===== config.mk =====
export PLATFORM = sky130hd
export DESIGN_NAME = hs32_fetch
export DESIGN_NICKNAME = d
export VERILOG_FILES = /design/src/rtl/hs32_fetch.sv
export SDC_FILE = /design/constraint.sdc
export NUM_CORES = 1
export LEC_CHECK = 0
export CAP_MARGIN = 0
export CORE_UTILIZATION = 25
export DETAILED_ROUTE_END_ITERATION = 10
export MAX_ROUTING_LAYER = met4
export SLEW_MARGIN = 20
export SYNTH_ARGS = -nofsm -noshare
export SYNTH_HDL_FRONTEND = slang
export SYNTH_SLANG_ARGS = --single-unit
export TNS_END_PERCENT = 100

===== constraint.sdc =====
create_clock -name clk_i -period 3.6 [get_ports clk_i]
set_input_delay 0.72 -clock clk_i [delete_from_list [all_inputs] [get_ports clk_i]]
set_output_delay 0.72 -clock clk_i [all_outputs]
set_load 0.01 [all_outputs]

===== src/rtl/hs32_fetch.sv =====
// rtl/hs32_fetch.sv - hs32 instruction fetch stage with credit-limited request issue and flush/discard handling
//
// Purpose: issues word reads to the instruction memory, buffers returned words
// together with their PCs in a DEPTH-entry FIFO and presents the head to decode.
// A redirect (flush) clears the buffer and drops every response still in flight.
//
// Ports:
//   clk_i, rstn_i        clock, asynchronous active-low reset
//   req_o, addr_o        memory read request valid / word address
//   gnt_i                memory accepts the request this cycle
//   rvalid_i, rdata_i    in-order read response
//   vld_o, instr_o, pc_o FIFO head presented to decode
//   stall_i              downstream stall, holds the head
//   flush_i, flush_pc_i  redirect request and target
module hs32_fetch #(
  parameter int          DEPTH     = 4,
  parameter logic [31:0] RESET_VEC = 32'h0000_0000
) (
  input  logic        clk_i,
  input  logic        rstn_i,
  output logic        req_o,
  output logic [31:0] addr_o,
  input  logic        gnt_i,
  input  logic        rvalid_i,
  input  logic [31:0] rdata_i,
  output logic        vld_o,
  output logic [31:0] instr_o,
  output logic [31:0] pc_o,
  input  logic        stall_i,
  input  logic        flush_i,
  input  logic [31:0] flush_pc_i
);

  localparam int CW = $clog2(DEPTH + 1);
  localparam int PW = $clog2(DEPTH);

  logic [CW-1:0] count;
  logic [CW-1:0] outstanding;
  logic [CW-1:0] discard;
  logic [31:0]   fpc;
  logic [31:0]   rpc;
  logic [PW-1:0] rd_ptr;
  logic [PW-1:0] wr_ptr;
  logic [31:0]   pc_mem   [DEPTH];
  logic [31:0]   data_mem [DEPTH];

  logic [CW:0]   credits;
  logic [31:0]   flush_tgt;
  logic          grant;
  logic          resp;
  logic          push;
  logic          pop;

  // Buffered plus in-flight words never exceed DEPTH, so every response has a slot.
  assign credits   = {1'b0, count} + {1'b0, outstanding};
  assign flush_tgt = {flush_pc_i[31:2], 2'b00};

  assign req_o  = rstn_i && !flush_i && (credits < (CW+1)'(DEPTH));
  assign addr_o = fpc;
  assign grant  = req_o && gnt_i;

  // A response with nothing outstanding is a protocol error and is ignored.
  assign resp = rvalid_i && (outstanding != '0);
  // Responses are dropped while draining pre-flush requests or during a flush.
  assign push = resp && (discard == '0) && !flush_i;
  assign pop  = vld_o && !stall_i && !flush_i;

  assign vld_o   = (count != '0);
  assign instr_o = vld_o ? data_mem[rd_ptr] : 32'h0;
  assign pc_o    = vld_o ? pc_mem[rd_ptr]   : 32'h0;

  function automatic logic [PW-1:0] ptr_inc(input logic [PW-1:0] p);
    return (p == PW'(DEPTH - 1)) ? '0 : p + PW'(1);
  endfunction

  always_ff @(posedge clk_i or negedge rstn_i) begin
    if (!rstn_i) begin
      count       <= '0;
      outstanding <= '0;
      discard     <= '0;
      fpc         <= RESET_VEC;
      rpc         <= RESET_VEC;
      rd_ptr      <= '0;
      wr_ptr      <= '0;
    end else begin
      // req_o is low during a flush, so grant cannot coincide with it.
      outstanding <= outstanding + CW'(grant) - CW'(resp);
      if (flush_i) begin
        count   <= '0;
        rd_ptr  <= '0;
        wr_ptr  <= '0;
        fpc     <= flush_tgt;
        rpc     <= flush_tgt;
        // Everything still in flight after this cycle belongs to the old stream.
        discard <= outstanding - CW'(resp);
      end else begin
        count <= count + CW'(push) - CW'(pop);
        if (grant) begin
          fpc <= fpc + 32'd4;
        end
        if (push) begin
          wr_ptr <= ptr_inc(wr_ptr);
          rpc    <= rpc + 32'd4;
        end
        if (pop) begin
          rd_ptr <= ptr_inc(rd_ptr);
        end
        if (resp && (discard != '0)) begin
          discard <= discard - CW'(1);
        end
      end
    end
  end

  // Storage needs no reset: entries are only visible while count covers them.
  always_ff @(posedge clk_i) begin
    if (push) begin
      pc_mem[wr_ptr]   <= rpc;
      data_mem[wr_ptr] <= rdata_i;
    end
  end

endmodule


**Word level (Yosys, flattened, before mapping)**

Memories as Yosys holds them, arrays and structs flattened.
Cells that the tools add are included.

- Bits of input ports: 70
- Memories: 2
- Bits in read-only memories: 0
- Memory bits (writable): 256
- Bits in latches: 0
- Register bits: 77
- Output and inout bits: 98
- Word-level logic and storage cells: 59

- Add/subtract/negate cells: 11
- Reductions and logical operators: 19
- Shifts and indexed selects: 0
- $mul: 0
- Mux-type cells: 17
- Div/mod/pow operators: 0
- Bitwise gates (word level): 0
- Magnitude comparators: 1
- Equal/unequal tests: 2

Memory list:

| memory | depth | width | read ports | clocked after Yosys merged registers in | wr ports | RTL line | RTL |
|---|---|---|---|---|---|---|---|
| data_mem | 4 | 32 | 1 | 0 | 1 | 45 | `logic [31:0] data_mem [DEPTH];` |
| pc_mem | 4 | 32 | 1 | 0 | 1 | 44 | `logic [31:0] pc_mem [DEPTH];` |

Operator list:

| operator | number |
|---|---|
| 2-to-1 mux 32 bit | 6 |
| adder 32 x 3 -> 32 bit (second input constant) | 2 |
| 2-to-1 mux 2 bit | 6 |
| logical AND 1 bit | 9 |
| 2-to-1 mux 3 bit | 3 |
| nonzero test 3 bit | 3 |
| subtractor 3 x 1 -> 3 bit | 3 |
| nonzero test 2 bit | 4 |
| adder 3 x 1 -> 3 bit | 2 |
| adder 2 x 1 -> 2 bit (second input constant) | 2 |
| adder 3 x 3 -> 4 bit | 1 |
| == test 2 bit (second input constant) | 2 |
| < comparator 4 x 3 -> 1 bit (second input constant) | 1 |
| logical NOT 3 bit | 1 |
| subtractor 3 x 1 -> 3 bit (second input constant) | 1 |
| logical NOT 1 bit | 2 |
| 2-to-1 mux 1 bit | 2 |

**Depth between registers and ports, before layout**

- Depth in word-level cells: 7
- Mapped depth: 13
- Gate-level depth less buffers: 13

**Worst setup path before layout**

OpenSTA, ideal clock, no wires.

- Kind: input-to-reg
- From: input port rvalid_i
- To: memory data_mem[0][0] (enable)
- Required time: 3.173 ns
- Data arrival time: 2.731 ns
- Setup slack: 0.442 ns
- Library setup time: 0.427 ns
- Buffers on the path: 0
- Cell stages on the path: 3
- Path through: nand3b_1 > nor2_1 > and3_1

- Cells in the longest elaborated chain, start to end: 5

Ends and longest elaborated chain:

| element | RTL line | RTL |
|---|---|---|
| start, declared | 24 | `input logic rvalid_i,` |
| logical AND 1 bit | 63 | `assign resp = rvalid_i && (outstanding != '0);` |
| logical AND 1 bit (2 in series) | 65 | `assign push = resp && (discard == '0) && !flush_i;` |
| 2-to-1 mux 1 bit | 117 | `if (push) begin` |
| 2-to-1 mux 1 bit (implied by the code) | 119 | `data_mem[wr_ptr] <= rdata_i;` |
| end, declared | 45 |  |

No other way between the ends.

**Worst setup path in the final report**

- From: register rd_ptr[0]
- To: output port pc_o[14]

- Cells in the longest elaborated chain, start to end: 2

Ends and longest elaborated chain:

| element | RTL line | RTL |
|---|---|---|
| start, declared | 42 | `logic [PW-1:0] rd_ptr;` |
| start signal, assigned | 106 | `rd_ptr <= ptr_inc(rd_ptr);` |
| memory (4 x 32 bit) | - |  |
| 2-to-1 mux 32 bit | 70 | `assign pc_o = vld_o ? pc_mem[rd_ptr] : 32'h0;` |
| end, declared | 28 | `output logic [31:0] pc_o,` |

No other way between the ends.

==> flow_metrics.env <==
export IMPL_status="completed"
export IMPL_required_ps=2880
export IMPL_maxCapViolations=0
export IMPL_synth_edff_count=248
export IMPL_max_clock_path_buffers=3
export IMPL_avgSynthCellArea_um2=15.8
export IMPL_synth_xor_area_frac=0.0263
export IMPL_syn_to_final_growth_pct=28.5
export IMPL_ios=168
export IMPL_drive_gt1_frac=0.164
export IMPL_post_place_cells=1705
export IMPL_worstMarginPinSlew_ps=970
export IMPL_setup_violations=0
export IMPL_syn_cell_area_um2=13700
export IMPL_startpoint_type="flip-flop"
export IMPL_initial_utilization=0.253
export IMPL_via_per_inst=4.49
export IMPL_wl_per_cell_um=18.5
export IMPL_pwr_share_seq=0.396
export IMPL_numCtsBuffers=37
export IMPL_cts_max_level=2
export IMPL_ys_flop_type="edfxtp_1"
export IMPL_gr_usage_met3=0.0276
export IMPL_vias=7997
export IMPL_rows=85
export IMPL_cts_sinks=321
export IMPL_rsz0062_at_grt="false"
export IMPL_tns_ps=0
export IMPL_crit_path_frequent_cell="buf_4"
export IMPL_finish_utilization=0.325
export IMPL_finalCritPeriodShare=0.923
export IMPL_path_max_fanout=12
export IMPL_fin_nets=1146
export IMPL_drc=0
export IMPL_switching_share=0.283
export IMPL_synth_distinct_cells=51
export IMPL_max_freq_mhz=301
export IMPL_grt_use_total=0.124
export IMPL_max_stage_delay_ps=540
export IMPL_dieArea_um2=55600
export IMPL_critPathCaptureType="output pin"
export IMPL_yosysWarningCount=0
export IMPL_p_leak_nw=5.87
export IMPL_p_clk_frac=0.323
export IMPL_crit_slowest_cell="dfrtp_4"
export IMPL_synthAdderAreaFrac=0.0185
export IMPL_overflow=0
export IMPL_period_minus_slack_ps=3320
export IMPL_cts_hold_buffers=0
export IMPL_arrival_ps=2600
export IMPL_path_clk_slew_ps=50
export IMPL_async_flop_share=0.227
export IMPL_worstRegToRegCells=10
export IMPL_clock_root_buffer="clkbuf_16"
export IMPL_fillCellCount=5205
export IMPL_p_sw_mw=3.22
export IMPL_cellPowerDensity_nw_per_um2=647
export IMPL_yosys_area_share_simple=0.101
export IMPL_dr_pass1_iters=5
export IMPL_top_usage_layer="met2"
export IMPL_gp_congestion=0.797
export IMPL_total_power_mw=11.3
export IMPL_hp_class="in -> async"
export IMPL_finalClockSkew_ps=13.5
export IMPL_grt_start_max_net_pins=74
export IMPL_wl_um=32900
export IMPL_finalNonFillerCells=1780
export IMPL_synth_compound_area_frac=0.0388
export IMPL_ys_ff_latch=321
export IMPL_yosysSeqAreaShare=0.679
export IMPL_clock_latency_ps=540
export IMPL_synth_cells=863
export IMPL_slew_limit_headroom=0.353
export IMPL_antenna_found_initial=1
export IMPL_dp_hpwl_um=21800
export IMPL_vdd_ir_drop_max_v=0.000468
export IMPL_gr_usage_met1=0.165
export IMPL_whs_ps=495
export IMPL_die_w_um=236
export IMPL_critPathKind="reg -> out"
export IMPL_cts_tree="built"
export IMPL_grtUsageMet2=0.188
export IMPL_maxSlewViolCount=0
export IMPL_grt_pass1_vias=8179
export IMPL_io_buffer_count=161
export IMPL_internal_power_mw=8.13
export IMPL_grt_first_pass_wirelength_um=50300
export IMPL_path_cells="buf_4 -> buf_4 -> mux4_2 -> nor2b_1 -> clkdlybuf4s50_1"
export IMPL_power_frac_comb=0.281
export IMPL_antenna_left=0
export IMPL_finalHoldViolCount=0
export IMPL_synth_top_family_by_area="multiplexers"
export IMPL_synthMuxAreaShare=0.113
export IMPL_first_iter_violations=473
export IMPL_die_height_um=236
export IMPL_core_area_um2=53900
cell type report:
type	count	area (um2)	area share
Antenna cell	1	2.50	0.000143
Multi-Input combinational cell	474	4100	0.233
Clock inverter	19	180	0.0103
Clock buffer	46	1000	0.0571
Timing Repair Buffer	199	2020	0.115
Inverter	24	90.1	0.00513
Sequential cell	321	9280	0.529
Tap cell	696	871	0.0496
cell usage in the layout, fill, tap and decap left out, types with 5 or more instances in the layout:
cell type	netlist	final
nand3_1	35	35
mux2_2	10	10
buf_4	7	27
clkbuf_16	0	39
nor2_1	21	21
nor3_1	12	11
nand2_1	52	52
inv_1	23	23
nor2b_1	65	65
ha_1	17	17
edfxtp_1	248	248
buf_12	0	11
and3_1	16	12
nand4_1	23	23
clkinv_1	0	5
o311ai_0	7	7
clkdlybuf4s50_1	0	159
xnor2_1	18	18
a21oi_1	9	9
clkinv_2	0	6
xor2_1	23	23
o211ai_1	12	12
dfrtp_1	73	71
clkbuf_1	28	7
o21ai_0	37	37
mux4_2	62	62
sequential cells by signal (all words and copies together) (netlist names):
name,flops
addr_o,30
count,3
discard,3
rd_ptr,2
data_mem,128
pc_mem,120
rpc,30
outstanding,3
wr_ptr,2
cells by family (layout without fill, tap and decap cells):
group	count (synthesis)	count (layout)
DFF	321	321
AOI/OAI and AO/OA	84	84
and+or+nand+nor	251	251
other	1	5
buffers and inverters	71	288
xor gates and xnor gates	41	41
muxes	75	75
adders and majority gates	19	19
Yosys cell counts (4+ instances only):
cell / number / area [um2]
a21o_1: 4 / 30.0
a21oi_1: 9 / 45.0
and2_1: 4 / 25.0
and3_1: 16 / 100
and4_1: 4 / 35.0
buf_2: 9 / 45.0
buf_4: 7 / 52.6
clkbuf_1: 28 / 105
dfrtp_1: 73 / 1830
edfxtp_1: 248 / 7450
ha_1: 17 / 213
inv_1: 23 / 86.3
mux2_2: 10 / 113
mux4_2: 62 / 1400
nand2_1: 52 / 195
nand3_1: 35 / 175
nand3b_1: 4 / 30.0
nand4_1: 23 / 144
nor2_1: 21 / 78.8
nor2b_1: 65 / 407
nor3_1: 12 / 60.1
o211ai_1: 12 / 90.1
o21ai_0: 37 / 185
o311ai_0: 7 / 61.3
xnor2_1: 18 / 158
xor2_1: 23 / 201
repair_timing:
action	in CTS	in global routing
buffers inserted	0	9
endpoints found under the setup margin	0	5
gates resized for setup	0	0
power by group through the flow:
| stage | logic [mW] | clock network [mW] | registers [mW] |
|---|---|---|---|
| after floorplan | 1.66 | 0 | 4.49 |
| after global placement | 3.19 | 0 | 4.58 |
| after detailed placement | 3.23 | 0 | 4.59 |
| after CTS | 3.23 | 3.80 | 4.52 |
| after global routing | 3.51 | 3.94 | 4.53 |
| final | 3.19 | 3.66 | 4.50 |
critical path, delay by kind of cell (launching register included):
family                 cells  cell delay [ps]
buffers and inverters      3              850
muxes                      1              510
and+or+nand+nor            1              160
DFF                        1              540
through the flow:
stage	worst slack (ps)	area (um2)
6_report	276	17500
5_1_grt	143	17500
4_1_cts	38.6	17500
3_5_place_dp	444	16300
3_3_place_gp	453	16300
2_1_floorplan	442	13700
per-layer routing:
layer | wire [um] | share of wire
met1 | 14800 | 0.45
met2 | 15400 | 0.47
met3 | 2000 | 0.061
met4 | 641 | 0.020
met5 | 0 | 0
final timing paths:
check | start | endpoint | slack [ps]
max | rd_ptr[0] | pc_o[14] | 280
min | rstn_i | discard[1] | 490
max reg2reg | outstanding[2] | outstanding[2] | 1030
min reg2reg | wr_ptr[1] | wr_ptr[1] | 570
max in group asynchronous | rstn_i | rd_ptr[0] | 2380
min in group clk_i | flush_i | wr_ptr[1] | 510
(Power assumes the default switching activity.)
